**src/rtl/pcie_cc_responder.sv**
```systemverilog
// rtl/pcie_cc_responder.sv - CQ/CC responder for single-DW accesses to a 16x32 BAR0 register file
// Optional PCIE_CC_UR_EN: unsupported reads return an Unsupported Request completion.
module pcie_cc_responder #(
  parameter int          C_DATA_WIDTH = 64,
  parameter int          KEEP_WIDTH   = C_DATA_WIDTH / 32,
  parameter logic [31:0] REG_ID       = 32'h55544C50
) (
  input  logic                    user_clk,
  input  logic                    user_reset,
  input  logic [15:0]             completer_id,
  input  logic [C_DATA_WIDTH-1:0] m_axis_cq_tdata,
  input  logic [84:0]             m_axis_cq_tuser,
  input  logic                    m_axis_cq_tlast,
  input  logic [KEEP_WIDTH-1:0]   m_axis_cq_tkeep,
  input  logic                    m_axis_cq_tvalid,
  output logic                    m_axis_cq_tready,
  output logic [C_DATA_WIDTH-1:0] s_axis_cc_tdata,
  output logic [32:0]             s_axis_cc_tuser,
  output logic                    s_axis_cc_tlast,
  output logic [KEEP_WIDTH-1:0]   s_axis_cc_tkeep,
  output logic                    s_axis_cc_tvalid,
  input  logic                    s_axis_cc_tready,
  output logic [31:0]             ctrl_reg,
  input  logic [31:0]             status_in
);

`ifdef PCIE_CC_UR_EN
  localparam logic UR_EN = 1'b1;
`else
  localparam logic UR_EN = 1'b0;
`endif

  typedef enum logic [2:0] {CQ_D0, CQ_D1, CQ_DATA, CQ_DRAIN, CC_B0, CC_B1} state_t;

  state_t      state, state_nxt;
  logic [31:0] regs [16];
  logic [4:0]  addr_q;
  logic [15:0] req_id_q;
  logic [7:0]  tag_q;
  logic [2:0]  tc_q, attr_q;
  logic [31:0] rdata_q;
  logic        ur_q, resp_q;

  logic        cq_hs, cc_hs;
  logic [10:0] dword_count;
  logic [3:0]  req_type;
  logic [2:0]  bar_id;
  logic        bar0_single, is_rd, is_wr, is_ur_rd, resp_now, wr_en;
  logic [31:0] rd_mux, dw0, dw1, dw2;
  logic        unused_ok;

  assign cq_hs = m_axis_cq_tvalid && m_axis_cq_tready;
  assign cc_hs = s_axis_cc_tvalid && s_axis_cc_tready;

  assign dword_count = m_axis_cq_tdata[10:0];
  assign req_type    = m_axis_cq_tdata[14:11];
  assign bar_id      = m_axis_cq_tdata[50:48];
  assign bar0_single = (bar_id == 3'd0) && (dword_count == 11'd1);
  assign is_rd       = (req_type == 4'b0000) && bar0_single;
  assign is_wr       = (req_type == 4'b0001) && bar0_single;
  assign is_ur_rd    = (req_type == 4'b0000) && !bar0_single;
  assign resp_now    = is_rd || (UR_EN && is_ur_rd);

  // Registers 0 and 2 are read-only views (ID constant and live status).
  assign wr_en = cq_hs && (state == CQ_DATA) && (addr_q[3:0] != 4'd0) && (addr_q[3:0] != 4'd2);

  always_comb begin
    rd_mux = regs[addr_q[3:0]];
    if (addr_q[3:0] == 4'd0)
      rd_mux = REG_ID;
    else if (addr_q[3:0] == 4'd2)
      rd_mux = status_in;
  end

  always_ff @(posedge user_clk) begin
    if (user_reset)
      state <= CQ_D0;
    else
      state <= state_nxt;
  end

  always_comb begin
    state_nxt = state;
    case (state)
      CQ_D0:
        if (cq_hs)
          state_nxt = m_axis_cq_tlast ? CQ_D0 : CQ_D1;
      CQ_D1:
        if (cq_hs) begin
          if (m_axis_cq_tlast)
            state_nxt = resp_now ? CC_B0 : CQ_D0;
          else if (is_wr)
            state_nxt = CQ_DATA;
          else
            state_nxt = CQ_DRAIN;
        end
      CQ_DATA:
        if (cq_hs)
          state_nxt = m_axis_cq_tlast ? CQ_D0 : CQ_DRAIN;
      CQ_DRAIN:
        if (cq_hs && m_axis_cq_tlast)
          state_nxt = resp_q ? CC_B0 : CQ_D0;
      CC_B0:
        if (cc_hs)
          state_nxt = CC_B1;
      CC_B1:
        if (cc_hs)
          state_nxt = CQ_D0;
      default:
        state_nxt = CQ_D0;
    endcase
  end

  assign dw0 = {3'b000, 13'd4, 9'd0, addr_q, 2'b00};
  assign dw1 = {req_id_q, 2'b00, (ur_q ? 3'b001 : 3'b000), (ur_q ? 11'd0 : 11'd1)};
  assign dw2 = {1'b0, attr_q, tc_q, 1'b1, completer_id, tag_q};

  always_comb begin
    m_axis_cq_tready = 1'b0;
    s_axis_cc_tvalid = 1'b0;
    s_axis_cc_tlast  = 1'b0;
    s_axis_cc_tkeep  = '0;
    s_axis_cc_tdata  = '0;
    case (state)
      CQ_D0, CQ_D1, CQ_DATA, CQ_DRAIN:
        m_axis_cq_tready = !user_reset;
      CC_B0: begin
        s_axis_cc_tvalid = 1'b1;
        s_axis_cc_tkeep  = {KEEP_WIDTH{1'b1}};
        s_axis_cc_tdata  = {dw1, dw0};
      end
      CC_B1: begin
        s_axis_cc_tvalid = 1'b1;
        s_axis_cc_tlast  = 1'b1;
        s_axis_cc_tkeep  = ur_q ? KEEP_WIDTH'(1) : {KEEP_WIDTH{1'b1}};
        s_axis_cc_tdata  = {(ur_q ? 32'h0 : rdata_q), dw2};
      end
      default: ;
    endcase
  end

  always_ff @(posedge user_clk) begin
    if (user_reset) begin
      for (int i = 0; i < 16; i++)
        regs[i] <= '0;
      addr_q   <= '0;
      req_id_q <= '0;
      tag_q    <= '0;
      tc_q     <= '0;
      attr_q   <= '0;
      rdata_q  <= '0;
      ur_q     <= 1'b0;
      resp_q   <= 1'b0;
    end else begin
      if (cq_hs && state == CQ_D0)
        addr_q <= m_axis_cq_tdata[6:2];
      // Read data is sampled with the descriptor so the completion reflects that instant.
      if (cq_hs && state == CQ_D1) begin
        req_id_q <= m_axis_cq_tdata[31:16];
        tag_q    <= m_axis_cq_tdata[39:32];
        tc_q     <= m_axis_cq_tdata[59:57];
        attr_q   <= m_axis_cq_tdata[62:60];
        rdata_q  <= rd_mux;
        ur_q     <= UR_EN && is_ur_rd;
        resp_q   <= resp_now;
      end
      if (wr_en)
        for (int b = 0; b < 4; b++)
          if (m_axis_cq_tuser[b])
            regs[addr_q[3:0]][8*b +: 8] <= m_axis_cq_tdata[8*b +: 8];
    end
  end

  assign ctrl_reg        = regs[1];
  assign s_axis_cc_tuser = '0;

  assign unused_ok = &{1'b0, m_axis_cq_tdata[47:40], m_axis_cq_tdata[56:51],
                       m_axis_cq_tdata[63], m_axis_cq_tuser[84:4], m_axis_cq_tkeep};

endmodule
```
**config.mk**
```make
export PLATFORM = sky130hd
export DESIGN_NAME = pcie_cc_responder
export DESIGN_NICKNAME = d
export VERILOG_FILES = /design/src/rtl/pcie_cc_responder.sv
export SDC_FILE = /design/constraint.sdc
export NUM_CORES = 1
export LEC_CHECK = 0
export BUFFER_PORTS_ARGS = -buffer_cell sky130_fd_sc_hd__buf_2
export CAP_MARGIN = 30
export CORE_ASPECT_RATIO = 1.1
export CORE_MARGIN = 10
export CORE_UTILIZATION = 55
export DETAILED_ROUTE_END_ITERATION = 7
export GPL_TIMING_DRIVEN = 0
export PLACE_DENSITY = 0.76
export SLEW_MARGIN = 20
export SYNTH_ARGS = -nofsm -noshare
export SYNTH_HDL_FRONTEND = slang
export SYNTH_SLANG_ARGS = --single-unit
```
**constraint.sdc**
```tcl
create_clock -name user_clk -period 4.3 [get_ports user_clk]
set_clock_uncertainty 0.05 [all_clocks]
set_input_delay 0.215 -clock user_clk [delete_from_list [all_inputs] [get_ports user_clk]]
set_output_delay 0.215 -clock user_clk [all_outputs]
set_load 0.1 [all_outputs]
```
Word level (Yosys, flattened, before mapping)
Memory sizes are Yosys's and may differ from the RTL's. A register that Yosys moved wholly into a read port is not among the register bits.
Index checks and enable logic that the tools add are counted.
W data, S select, Z words.
Word-level totals
  memories kept: 1
  input bits: 204
  RAM bits: 512
  output and inout bits: 134
  bits in registers: 71
  word-level logic and storage cells: 88
Operators by class
  multiplexer cells: 43
  equal/unequal tests: 15
  reductions and logical operators: 21
Memories
  regs: depth 16, bits a word 32, rd ports 2, clocked after Yosys merged registers in 1, wr ports 16, line 36  | logic [31:0] regs [16];
Operators by type and width (count)
  $pmux W64 S2: 1
  $mux W32: 3
  $reduce_or A32 Y1: 1
  $mux W3: 9
  $mux W1: 23
  $pmux W3 S6: 1
  $mux W4: 4
  $ne A2 B2 Y1 const B: 6
  $eq A11 B1 Y1 const B: 1
  $logic_and A1 B1 Y1: 11
  $logic_not A4 Y1: 2
  $eq A3 B2 Y1 const B: 2
  $eq A3 B3 Y1 const B: 2
  $logic_not A3 Y1: 2
  $reduce_and A6 Y1: 1
  $eq A4 B1 Y1 const B: 1
  $eq A4 B2 Y1 const B: 1
  $mux W2: 2
  $ne A4 B2 Y1 const B: 1
  $reduce_bool A4 Y1: 1
  $reduce_or A4 Y1: 1
  $eq A3 B1 Y1 const B: 1
  $reduce_or A2 Y1: 1
  $logic_not A1 Y1: 1

Logic depth before layout (Yosys ltp)
Gate-level depths: netlist of the first run.
  depth in word-level cells: 12
  gate-level depth with buffers: 8
  mapped depth without buffers: 4

Worst setup path before layout of the first run
OpenSTA, ideal clock, no wires.
  kind: register -> output
  start: register state[1]
  end: output port s_axis_cc_tdata[35]
  data required time: 4.035 ns
  slack: 1.203 ns
  buffers on the path: 3
  data arrival time: 2.832 ns
  cell stages (with the launch flop): 7
  cell sequence: dfxtp_1 > clkbuf_2 > nand2b_1 > clkbuf_1 > inv_1 > clkbuf_1 > and3_1
Between the ends
  longest elaborated chain between the ends: 2
  elaborated cells between the ends (all ways): 3
  those cells by class: eq/ne: 2; mux: 1
RTL lines
  start: declaration: line 35  | state_t state, state_nxt;
  start signal: assignment: line 79  | state <= state_nxt;
  $eq A3 B3 Y1: line 124  | case (state)
  $pmux W64 S2 *: line 124
  end: declaration: line 17  | output logic [C_DATA_WIDTH-1:0] s_axis_cc_tdata,
Every way passes the cells marked *; elsewhere a longest branch is shown, timed or not.

Worst setup path in the final report of the first run
  start: register state[1]
  end: output port s_axis_cc_tdata[38]
The elaborated chain is that of the path after synthesis.

==> results.ini, run 1 <==
[die]
coreArea_um2=49030
start_util_pct=55.70
dieArea_um2=58980
die_h_um=253.7
die_w_um=232.5
design.portCount=338
row_count=85

[clocking]
cts_made_buffers=56
cts_resized=0
clkSlewWorstSetupHoldPaths_ns=0.07
cts_tree=done
clockBufferDepth=3
root_buffer=clkbuf_16
clkLatencyLatePin_ns=0.62
cts_sinks=587
cts_max_level=2

[logic_synthesis]
yosysUniqueCellTypes=48
syn_avg_cell_area_um2=13.72
yosys.area.top_type_share_pct=56.30
synth-edff-count=512
synthFlopType=edfxtp_1
synthTopCellsByCount=512 x edfxtp_1, 405 x and2_1, 105 x nand2_1, 104 x mux4_2, 101 x clkbuf_1
synth_cells=1991
synth_area_um2=27310
ys_seq_elements=587
ys_top_cells_by_area=edfxtp_1 56%, and2_1 9.3%, mux4_2 8.6%, dfxtp_1 5.5%, mux2i_1 2.5%
ys_seq_area_share_pct=61.80
synth_top_cell_by_area=edfxtp_1
yosysMostFrequentCell=edfxtp_1
synth_warnings=0
synth-async-reset-ratio_pct=0

[sta]
worstMarginPinSlew_ns=1.075
tns_ns=0
hold_viol_final=0
setup_viol=0
drv_slew=0
rsz0062_at_grt=false
max_freq_ghz=0.2520
relSlewSlack_pct=28.14
period_needed_ns=3.969
min_period_over_period_pct=92.30

[layout]
fin_nets=2650
nFillCells=3593
area_growth_pct=17.57
regArea_um2=16880
drive_gt1_share_pct=22.63
multi_input_area_um2=9787

[placement]
gp_congestion=0.9812
place_hpwl_mm=64.56
io_buffers=202

[routing]
wl_mm=90.11
drt-initial-drc-count=2910
wl_per_cell_um=28.69
vias=19390
drt_pass1_iterations=8
ant_nets=0
post-route-drc-count=0
vias_per_cell=6.172

[global_route]
grt.total_usage_pct=30.07
grt_pass1_wl_mm=127.9
grt_pass1_vias=19300
grt_start_max_net_pins=15
gr-total-overflow=0
grt_antenna_before_repair=6

[worst_setup_path]
arrival_ns=3.70
slowest_delay_ns=0.73
reg2reg_slack_ns=0.96
crit_required_ns=4.03
cp-end-kind=primary output
cp_cell_sequence=clkbuf_2 > nand2b_1 > clkbuf_1 > inv_1 > clkbuf_1 > and3_1 > buf_2
r2r_end=regs[7][30]
cpMostUsedCell=clkbuf_1
path_class=flop to primary output
crit_end=s_axis_cc_tdata[38]
r2r-start=addr_q[0]
r2r_cells=5
cp-startpoint=state[1]
start_kind=flop
crit_path_top_delay_cell=clkbuf_1
cp_max_fo=10

[worst_hold_path]
min_path_type=input port to flop

[pwr]
finalPower_w=0.01245
p_per_area_nw_per_um2=387.7
p_leak_nw=11.99
ir_drop_uv=277.5

[run_status]
run_status=complete, no violations

[run]
maxCapViolCount=0

-- state kept, by name, indices dropped and copies added, names as in the netlist, named ones only --
signal / count
state: 3
rdata_q: 32
req_id_q: 16
addr_q: 5
regs: 512
resp_q: 1
tag_q: 8
attr_q: 3
tc_q: 3
-- cell families (layout without fill, tap and decap cells) --
kind of cell | Yosys count | after routing | share of synthesized area (%)
AO/OA/AOI/OAI | 250 | 250 | 5.759
XOR/XNOR | 1 | 1 | 0.03208
flip-flops | 587 | 587 | 61.80
multiplexers | 213 | 213 | 12.76
buffers and inverters | 200 | 600 | 3.697
other | 1 | 99 | 0.01373
AND/OR/NAND/NOR | 739 | 739 | 15.94
-- worst max-delay path, delay by kind of cell (launching register included) --
kind	cells	cell delay [ns]
and+or+nand+nor	2	0.56
buffers and inverters	5	2.20
DFF	1	0.30
-- power by group --
| part | leakage, nW | switching [W] | internal [W] |
|---|---|---|---|
| clock network | 0.815 | 0.00210 | 0.00258 |
| registers | 5.85 | 0.0000763 | 0.00639 |
| logic | 5.32 | 0.000880 | 0.000412 |
-- placed cells by master (no fill, tap or decap), types with 55 or more instances in the layout --
master         count
dfxtp_1           75
dlygate4sd3_1     79
edfxtp_1         512
mux4_2           104
clkbuf_16         57
clkbuf_1         118
a21oi_1           61
nand2_1          105
and3_1            72
buf_2            251
conb_1            98
mux2i_1           69
and2_1           405
buf_4             55
-- per-stage QoR --
stage / instances / area, um2 / utilization, % / worst slack, ns / hold slack [ns]
after floorplan: 2088 / 27670 / - / 1.203 / 0.2705
after global placement: 2942 / 29500 / 60.17 / 0.9578 / 0.3872
after detailed placement: 2956 / 29600 / 60.38 / 1.145 / 0.3948
after CTS: 3135 / 32070 / 65.41 / 0.5124 / 0.002880
after global routing: 3141 / 32110 / 65.48 / 0.3288 / 0.01876
final: 3141 / 32110 / 65.48 / 0.3311 / 0.02797
-- what timing repair did --
item	CTS	global route
hold endpoints to repair	150	0
setup buffers	0	0
hold buffers	79	0
-- routing by layer --
metal / wire (um) / part of all wire (%) / GRT usage (%) / vias up
li1: - / - / - / 8178
met1: 31000 / 34 / 36.36 / 9514
met2: 42970 / 48 / 48.69 / 1389
met3: 10590 / 12 / 8.064 / 300
met4: 5413 / 6.0 / 15.92 / 6
met5: 141 / 0.16 / 0 / -
-- worst min-delay path by stage --
stage / start / to / cells past startpoint
3_5_place_dp: tag_q[1] / tag_q[1] / 2
5_1_grt: m_axis_cq_tdata[9] / regs[13][9] / 2
6_report: m_axis_cq_tuser[0] / regs[4][0] / 2
4_1_cts: m_axis_cq_tdata[9] / regs[13][9] / 2
3_3_place_gp: tc_q[2] / tc_q[2] / 2
2_1_floorplan: m_axis_cq_tlast / state[0] / 1
-- area by class of cell --
cell class / instances / area share, %
sequential: 587 / 52.56
multi-input combinational: 1301 / 30.48
timing repair buffer: 300 / 6.041
clock buffer: 77 / 4.770
buffer: 195 / 3.087
tap: 652 / 2.541
clock inverter: 23 / 0.4482
inverter: 5 / 0.05846
antenna: 1 / 0.007794
Power figures use the tool's default switching activity.
==> run 2: changes to the inputs <==
--- a/config.mk
+++ b/config.mk
@@ -10,6 +10,7 @@
 export CORE_ASPECT_RATIO = 1.1
 export CORE_MARGIN = 10
 export CORE_UTILIZATION = 55
+export CTS_BUF_LIST = sky130_fd_sc_hd__clkbuf_8 sky130_fd_sc_hd__clkbuf_16
 export DETAILED_ROUTE_END_ITERATION = 7
 export GPL_TIMING_DRIVEN = 0
 export PLACE_DENSITY = 0.76
==> run 2 against run 1 <==
The run now ends with DRC left. Worst setup slack lost 0.013 ns. Register-to-register slack better by 0.04 ns. Utilization did not move. Critical path type unchanged.
==> results.ini, run 2 (same netlist as run 1, synthesis figures left out) <==
[worst_hold_path]
worstHoldStart=s_axis_cc_tready
min_path_type=input port to flop
hold_depth=4
worstHoldEndpoint=state[0]

[placement]
place_hpwl_mm=64.56
gp_congestion=0.9812
io_buffers=202
dp_cells=2956

[die]
start_util_pct=55.70
row_count=85
design.portCount=338
die_h_um=253.7
coreArea_um2=49030
die_w_um=232.5
dieArea_um2=58980

[worst_setup_path]
cpMostUsedCell=clkbuf_1
path_delay_family=buffers and inverters
start_kind=flop
path_class=flop to primary output
r2r-start=addr_q[0]
crit_required_ns=4.03
cp_cell_sequence=clkbuf_2 > nand2b_1 > clkbuf_1 > inv_1 > clkbuf_1 > and3_1 > buf_2
cp-end-kind=primary output
slowest_delay_ns=0.75
r2r_cells=5
crit_buf_inv=5
cp_max_fo=10
reg2reg_slack_ns=1.00
r2r_end=regs[7][30]
crit_path_top_delay_cell=clkbuf_1
worst-path-stages=7
arrival_ns=3.72

[sta]
min_period_over_period_pct=92.61
worstMarginPinSlew_ns=1.068
period_needed_ns=3.982
drv_slew=0
tns_ns=0
relSlewSlack_pct=28.57
rsz0062_at_grt=false
setup_viol=0
hold_viol_final=0
max_freq_ghz=0.2511

[global_route]
grt_pass1_vias=19300
grt_antenna_before_repair=6
grt_start_max_net_pins=15
grt_pass1_wl_mm=127.9
grt.total_usage_pct=30.07
gr-total-overflow=0

[clocking]
cts_max_level=2
clkLatencyLatePin_ns=0.62
clockBufferDepth=3
cts_made_buffers=56
root_buffer=clkbuf_16
cts_tree=done
cts_sinks=587
clkSlewWorstSetupHoldPaths_ns=0.07

[routing]
vias_per_cell=6.211
wl_per_cell_um=28.68
drt_pass1_iterations=8
drt-initial-drc-count=2820
ant_nets=0
wl_mm=90.08
post-route-drc-count=1
vias=19510

[layout]
layout_common_cells=512 x edfxtp_1, 405 x and2_1, 251 x buf_2, 105 x nand2_1, 104 x mux4_2
fin_cells=3141
fin_util_pct=65.48
final_common_cell=edfxtp_1
area_growth_pct=17.57
regMostFlops=regs
reg_top3=regs (512), rdata_q (32), req_id_q (16)
largest_reg_flops=512
drive_gt1_share_pct=22.63
fin_nets=2650

[run_status]
failed_checks=DRC
run_status=complete, but fails checks

[run]
maxCapViolCount=0

[pwr]
ir_drop_uv=279.6
p_leak_nw=12.06
p_per_area_nw_per_um2=386.6

run 2: layout make-up:
class,count,area [um2]
antenna,1,2.502
buffer,195,991.0
clock buffer,60,1468
clock inverter,40,207.7
fill,3593,16920
inverter,5,18.77
multi-input combinational,1301,9787
sequential,587,16880
tap,652,815.8
timing repair buffer,300,1939
run 2: how the worst max path moves through the flow:
stage / slack, ns / endpoint / startpoint
3_3_place_gp: 0.96 / regs[1][8] / state[2]
2_1_floorplan: 1.20 / s_axis_cc_tdata[35] / state[1]
6_report: 0.32 / s_axis_cc_tdata[36] / state[1]
4_1_cts: 0.51 / s_axis_cc_tdata[36] / state[1]
3_5_place_dp: 1.15 / regs[7][12] / addr_q[0]
5_1_grt: 0.33 / s_axis_cc_tdata[36] / state[1]
run 2: timing repair:
item | in CTS | in global routing
gates resized for setup | 0 | 0
hold buffers | 79 | 0
endpoints found under the hold margin | 150 | 0
setup buffers | 0 | 0
run 2: stage by stage:
| step | total power, W | instance area, um2 | hold WS, ns | setup WS (ns) |
|---|---|---|---|---|
| detailed placement | 0.007778 | 29600 | 0.3948 | 1.145 |
| finish | 0.01241 | 32110 | 0.02417 | 0.3178 |
| global route | 0.01266 | 32110 | 0.01876 | 0.3288 |
| global placement | 0.007738 | 29500 | 0.3872 | 0.9578 |
| CTS | 0.01235 | 32070 | 0.002880 | 0.5124 |
| floorplan | 0.007333 | 27670 | 0.2705 | 1.203 |
run 2: tightest hold or removal path, delay by kind of cell:
family / cells / cell delay [ns]
xor gates and xnor gates: 1 / 0.15
buffers and inverters: 1 / 0.13
AOI/OAI and AO/OA: 2 / 0.17
run 2: routing by layer:
layer	GRT usage, %	share of wire [%]
met2	48.69	48
met3	8.064	12
met5	0	0.022
met1	36.36	34
met4	15.92	5.9
run 2: power breakdown:
part	switching (W)	internal [W]	total [W]
logic	0.000881	0.000412	0.00129
clock network	0.00211	0.00254	0.00465
registers	0.0000761	0.00639	0.00647
